==> config.mk <==
export PLATFORM = sky130hd
export DESIGN_NAME = writeback_regfile
export DESIGN_NICKNAME = d
export VERILOG_FILES = /design/src/rtl/writeback_regfile.sv
export SDC_FILE = /design/constraint.sdc
export NUM_CORES = 2
export LEC_CHECK = 0
export ABC_AREA = 1
export CAP_MARGIN = 15
export CORE_AREA = 2 2 453 455
export CTS_CLUSTER_DIAMETER = 150
export DETAILED_ROUTE_END_ITERATION = 12
export DIE_AREA = 0 0 455 457
export HOLD_SLACK_MARGIN = 0.12
export PLACE_DENSITY_LB_ADDON = 0.3
export SLEW_MARGIN = 40
export SYNTH_ARGS = -nofsm -noshare
export SYNTH_HDL_FRONTEND = slang
export SYNTH_SLANG_ARGS = --single-unit
==> constraint.sdc <==
create_clock -name clk -period 3.71 [get_ports clk]
set_input_delay 0.742 -clock clk [delete_from_list [all_inputs] [get_ports clk]]
set_output_delay 0.742 -clock clk [all_outputs]
set_load 0.005 [all_outputs]
==> src/rtl/writeback_regfile.sv <==
// Writeback result select and 31-entry register file with write-first bypass.
// x0 is hardwired to zero; also exports committed x10 and a retire counter.
module writeback_regfile #(
  parameter int DATA_WIDTH             = 32,
  parameter int REGISTER_ADDRESS_WIDTH = 5
) (
  input  logic                              clk,
  input  logic                              rst_n,
  input  logic                              RegWriteW,
  input  logic [1:0]                        ResultSrcW,
  input  logic [DATA_WIDTH-1:0]             ALUResultW,
  input  logic [DATA_WIDTH-1:0]             ReadDataW,
  input  logic [REGISTER_ADDRESS_WIDTH-1:0] RdW,
  input  logic [DATA_WIDTH-1:0]             PCPlus4W,
  input  logic [REGISTER_ADDRESS_WIDTH-1:0] A1,
  input  logic [REGISTER_ADDRESS_WIDTH-1:0] A2,
  output logic [DATA_WIDTH-1:0]             RD1,
  output logic [DATA_WIDTH-1:0]             RD2,
  output logic [DATA_WIDTH-1:0]             ResultW,
  output logic [DATA_WIDTH-1:0]             a0,
  output logic [31:0]                       RetireCount
);

  localparam int NREG = 1 << REGISTER_ADDRESS_WIDTH;
  localparam logic [REGISTER_ADDRESS_WIDTH-1:0] A0_IDX = 10;

  logic [DATA_WIDTH-1:0] regs [1:NREG-1];
  logic [31:0]           retire_count;
  logic                  commit;

  always_comb begin
    ResultW = ALUResultW;
    unique case (ResultSrcW)
      2'b01:   ResultW = ReadDataW;
      2'b10:   ResultW = PCPlus4W;
      default: ResultW = ALUResultW;
    endcase
  end

  assign commit = rst_n & RegWriteW & (RdW != '0);

  always_comb begin
    RD1 = '0;
    if (rst_n && A1 != '0) begin
      if (commit && RdW == A1)
        RD1 = ResultW;
      else
        RD1 = regs[A1];
    end
  end

  always_comb begin
    RD2 = '0;
    if (rst_n && A2 != '0) begin
      if (commit && RdW == A2)
        RD2 = ResultW;
      else
        RD2 = regs[A2];
    end
  end

  // a0 is the committed value only, never the bypassed one
  assign a0 = rst_n ? regs[A0_IDX] : '0;
  assign RetireCount = retire_count;

  always_ff @(posedge clk) begin
    if (!rst_n) begin
      for (int i = 1; i < NREG; i++)
        regs[i] <= '0;
      retire_count <= '0;
    end else if (commit) begin
      regs[RdW]    <= ResultW;
      retire_count <= retire_count + 32'd1;
    end
  end

endmodule

==> results.sh <==
export IMPL_critical_path_slowest_cell="clkdlybuf4s50_1"
export IMPL_post_route_period_util_pct=101
export IMPL_period_needed_ns=3.76
export IMPL_worstSetupPathType="input pin to output pin"
export IMPL_synthFlopType="edfxtp_1"
export IMPL_tightestPinTransition_ns=0.784
export IMPL_min_to="RetireCount[27]$_SDFFE_PN0P_"
export IMPL_path_clk_slew_ns=0.05
export IMPL_maxCapViolations=0
export IMPL_grt_max_degree=78
export IMPL_start_util_pct=29.8
export IMPL_slew_limit_headroom_pct=47.3
export IMPL_ir_drop_v=0.000377
export IMPL_vias_per_cell=5.38
export IMPL_synthCells=7787
export IMPL_cpPeakStageDelay_ns=0.51
export IMPL_pre_cts_ws_ns=-1.08
export IMPL_violations="setup timing"
export IMPL_synth_edff_count=992
export IMPL_p_per_area_nw_per_um2=419
export IMPL_wirelength_um=282000
export IMPL_r2r_slack_ns=1.14
export IMPL_antenna_found_initial=11
export IMPL_mostFrequentLayoutCells="2051 x nand2_1, 1290 x nor2_1, 992 x edfxtp_1, 868 x nand3_1, 549 x inv_1"
export IMPL_ys_ff_latch=1056
export IMPL_status="finished with violations"
export IMPL_p_leak_uw=0.0313
export IMPL_fin_skew_ns=0.0166
export IMPL_worst_slack_ns=-0.0520
export IMPL_synth_warnings=0
export IMPL_cts_sinks=1056
export IMPL_h_tree_depth=3
export IMPL_grt_overflow_total=0
export IMPL_port_buffers=275
export IMPL_synthArstFlopShare_pct=0
export IMPL_synth_cell_types=38
export IMPL_drc=0
export IMPL_setup_viol=7
export IMPL_synth_seq_area_share_pct=51.3
export IMPL_grtUsageTotal_pct=26.1
export IMPL_die_area_um2=208000
export IMPL_rows=166
export IMPL_cp_required_ns=2.97
export IMPL_startpoint_type="input pin"
export IMPL_cp_common_cell="nand2_1"
export IMPL_timing_hold_violations_final=0
export IMPL_clock_root_buffer="clkbuf_16"
export IMPL_rsz0062_at_grt="true"
export IMPL_dp_cells=10800
export IMPL_drt_initial_drc_count=8211
export IMPL_rr_worst_depth=9
export IMPL_postRouteAntennaNets=0
export IMPL_clockBufferDepth=3
export IMPL_hpwl_um=194000
export IMPL_slew_viol_final=0
export IMPL_cp_max_fo=49
export IMPL_routedWlPerCell_um=25.5
export IMPL_r2r_end="RetireCount[20]$_SDFFE_PN0P_"
export IMPL_layout_drive_gt1_share_pct=14.3
export IMPL_die_w_um=455
export IMPL_grt_pass1_wl_um=396000
export IMPL_grt_pass1_vias=55600
export IMPL_final_nets=8381
export IMPL_mostFrequentLayoutCell="nand2_1"
export IMPL_cts_buffers=120
export IMPL_worstHoldPathCells=2
export IMPL_cpLargestDelayFamily="buffers and inverters"
export IMPL_avgSynthCellArea_um2=7.77
export IMPL_syn_area_um2=60500
export IMPL_cp_end_kind="output pin"
export IMPL_worstHoldStart="RetireCount[27]$_SDFFE_PN0P_"
export IMPL_path_cells="buf_16 -> buf_16 -> nand2_1 -> nand3_1 -> nand2_1 -> nor2_1 -> nand2_1 -> nand3_4 -> nand2_1 -> a21oi_1 -> buf_4 -> clkdlybuf4s50_1"
export IMPL_reg2reg_from="RetireCount[0]$_SDFFE_PN0P_"
export IMPL_worstPathArrival_ns=3.02
export IMPL_core_area_um2=203000
export IMPL_cts_tree="done"
export IMPL_clkLatencyLatePin_ns=0.78
export IMPL_die_h_um=457
export IMPL_max_freq_ghz=0.266
export IMPL_drt_pre_antenna_iters=9
export IMPL_hold_slack_ns=0.524
export IMPL_ioPinCount=276
export IMPL_setup_tns_ns=-0.148
export IMPL_final_cells=11100
export IMPL_cp_num_buf_inv=4
export IMPL_syn2layout_area_growth_pct=26.8
export IMPL_vias=59500
export IMPL_hold_path_class="register to register"
export IMPL_gp_congestion=0.951
export IMPL_crit_cells=12
==> how the worst max path moves through the flow <==
stage | start | to | slack [ns]
detailed placement | ResultSrcW[1] | RD1[17] | -1.08
global placement | ResultSrcW[1] | RD1[17] | -1.07
floorplan | RdW[4] | regs[8][0]$_SDFFCE_PN0P_ | 0.87
global route | A2[0] | RD2[26] | -0.08
finish | A2[0] | RD2[26] | -0.05
CTS | A1[0] | RD1[10] | -0.06
==> flip-flops by register name, summed over array words and instances, names as in the netlist <==
register / flops
regs: 1024
RetireCount: 32
==> stage by stage <==
step / area [um^2] / total power [uW] / utilization, %
after floorplan: 60600 / 16900 / -
after global placement: 71200 / 20100 / 35.0
after detailed placement: 71200 / 20200 / 35.0
after CTS: 76200 / 32000 / 37.5
after global routing: 76800 / 33000 / 37.8
final: 76800 / 32200 / 37.8
==> Yosys cell counts (12+ instances only) <==
cell type / n / area share, %
clkbuf_1: 220 / 1.4
nor2_1: 1299 / 8.1
nand3_1: 907 / 7.5
nand2_1: 2124 / 13
a21oi_1: 446 / 3.7
o21ai_0: 241 / 2.0
o21ai_1: 52 / 0.43
inv_1: 555 / 3.4
buf_2: 346 / 2.9
nor3_1: 23 / 0.19
nand4_1: 12 / 0.12
buf_1: 58 / 0.36
buf_4: 27 / 0.33
edfxtp_1: 992 / 49
dfxtp_1: 64 / 2.1
a22o_1: 31 / 0.45
or2_2: 83 / 0.86
o211ai_1: 244 / 3.0
==> worst reg2reg max path: cells and delay by family, from the launching register on <==
family                   cells  cell delay [ns]
adder cells (fa/ha/maj)      1             0.26
AO/OA/AOI/OAI                1             0.20
AND/OR/NAND/NOR              7             1.55
flip-flops                   1             0.47
==> report_power, final <==
| group | leakage, uW | switching [uW] | total (uW) | internal [uW] |
|---|---|---|---|---|
| Clock | 0.00184 | 5250 | 11800 | 6550 |
| Combinational | 0.0195 | 4190 | 6370 | 2190 |
| Sequential | 0.00996 | 317 | 14000 | 13700 |
==> timing repair <==
item	4_1_cts	5_1_grt
gates cloned	8	5
setup endpoints to repair	91	40
gates resized for setup	219	98
hold buffers	0	0
pin swaps	35	20
setup buffers	20	6
endpoints found under the hold margin	0	0
==> final cells by class <==
| class | count | area (um^2) |
|---|---|---|
| Tap cell | 2688 | 3360 |
| Inverter | 567 | 2200 |
| Sequential cell | 1056 | 31100 |
| Multi-Input combinational cell | 5540 | 25500 |
| Fill cell | 20500 | 127000 |
| Clock inverter | 61 | 519 |
| Clock buffer | 157 | 3250 |
| Timing Repair Buffer | 977 | 10800 |
| Antenna cell | 9 | 22.5 |
==> kinds of logic (layout without fill, tap and decap cells) <==
family	after synthesis	in the layout	synth area share [%]
AO/OA/AOI/OAI	1019	1019	9.65
XOR/XNOR	9	9	0.130
adder cells (fa/ha/maj)	3	3	0.0620
buffers and inverters	1222	1762	8.51
flip-flops	1056	1056	51.3
other	1	41	0.00620
AND/OR/NAND/NOR	4477	4477	30.3
==> routing by layer <==
metal  share of wire (%)  up-vias  GRT usage (%)
met2                  45     3416           40.5
met5              0.0099        -              0
met4                 8.6        4           18.8
met1                  38    28700           32.9
li1                    -    26600              -
met3                 9.0      765           4.20
Power figures use the tool's default switching activity.
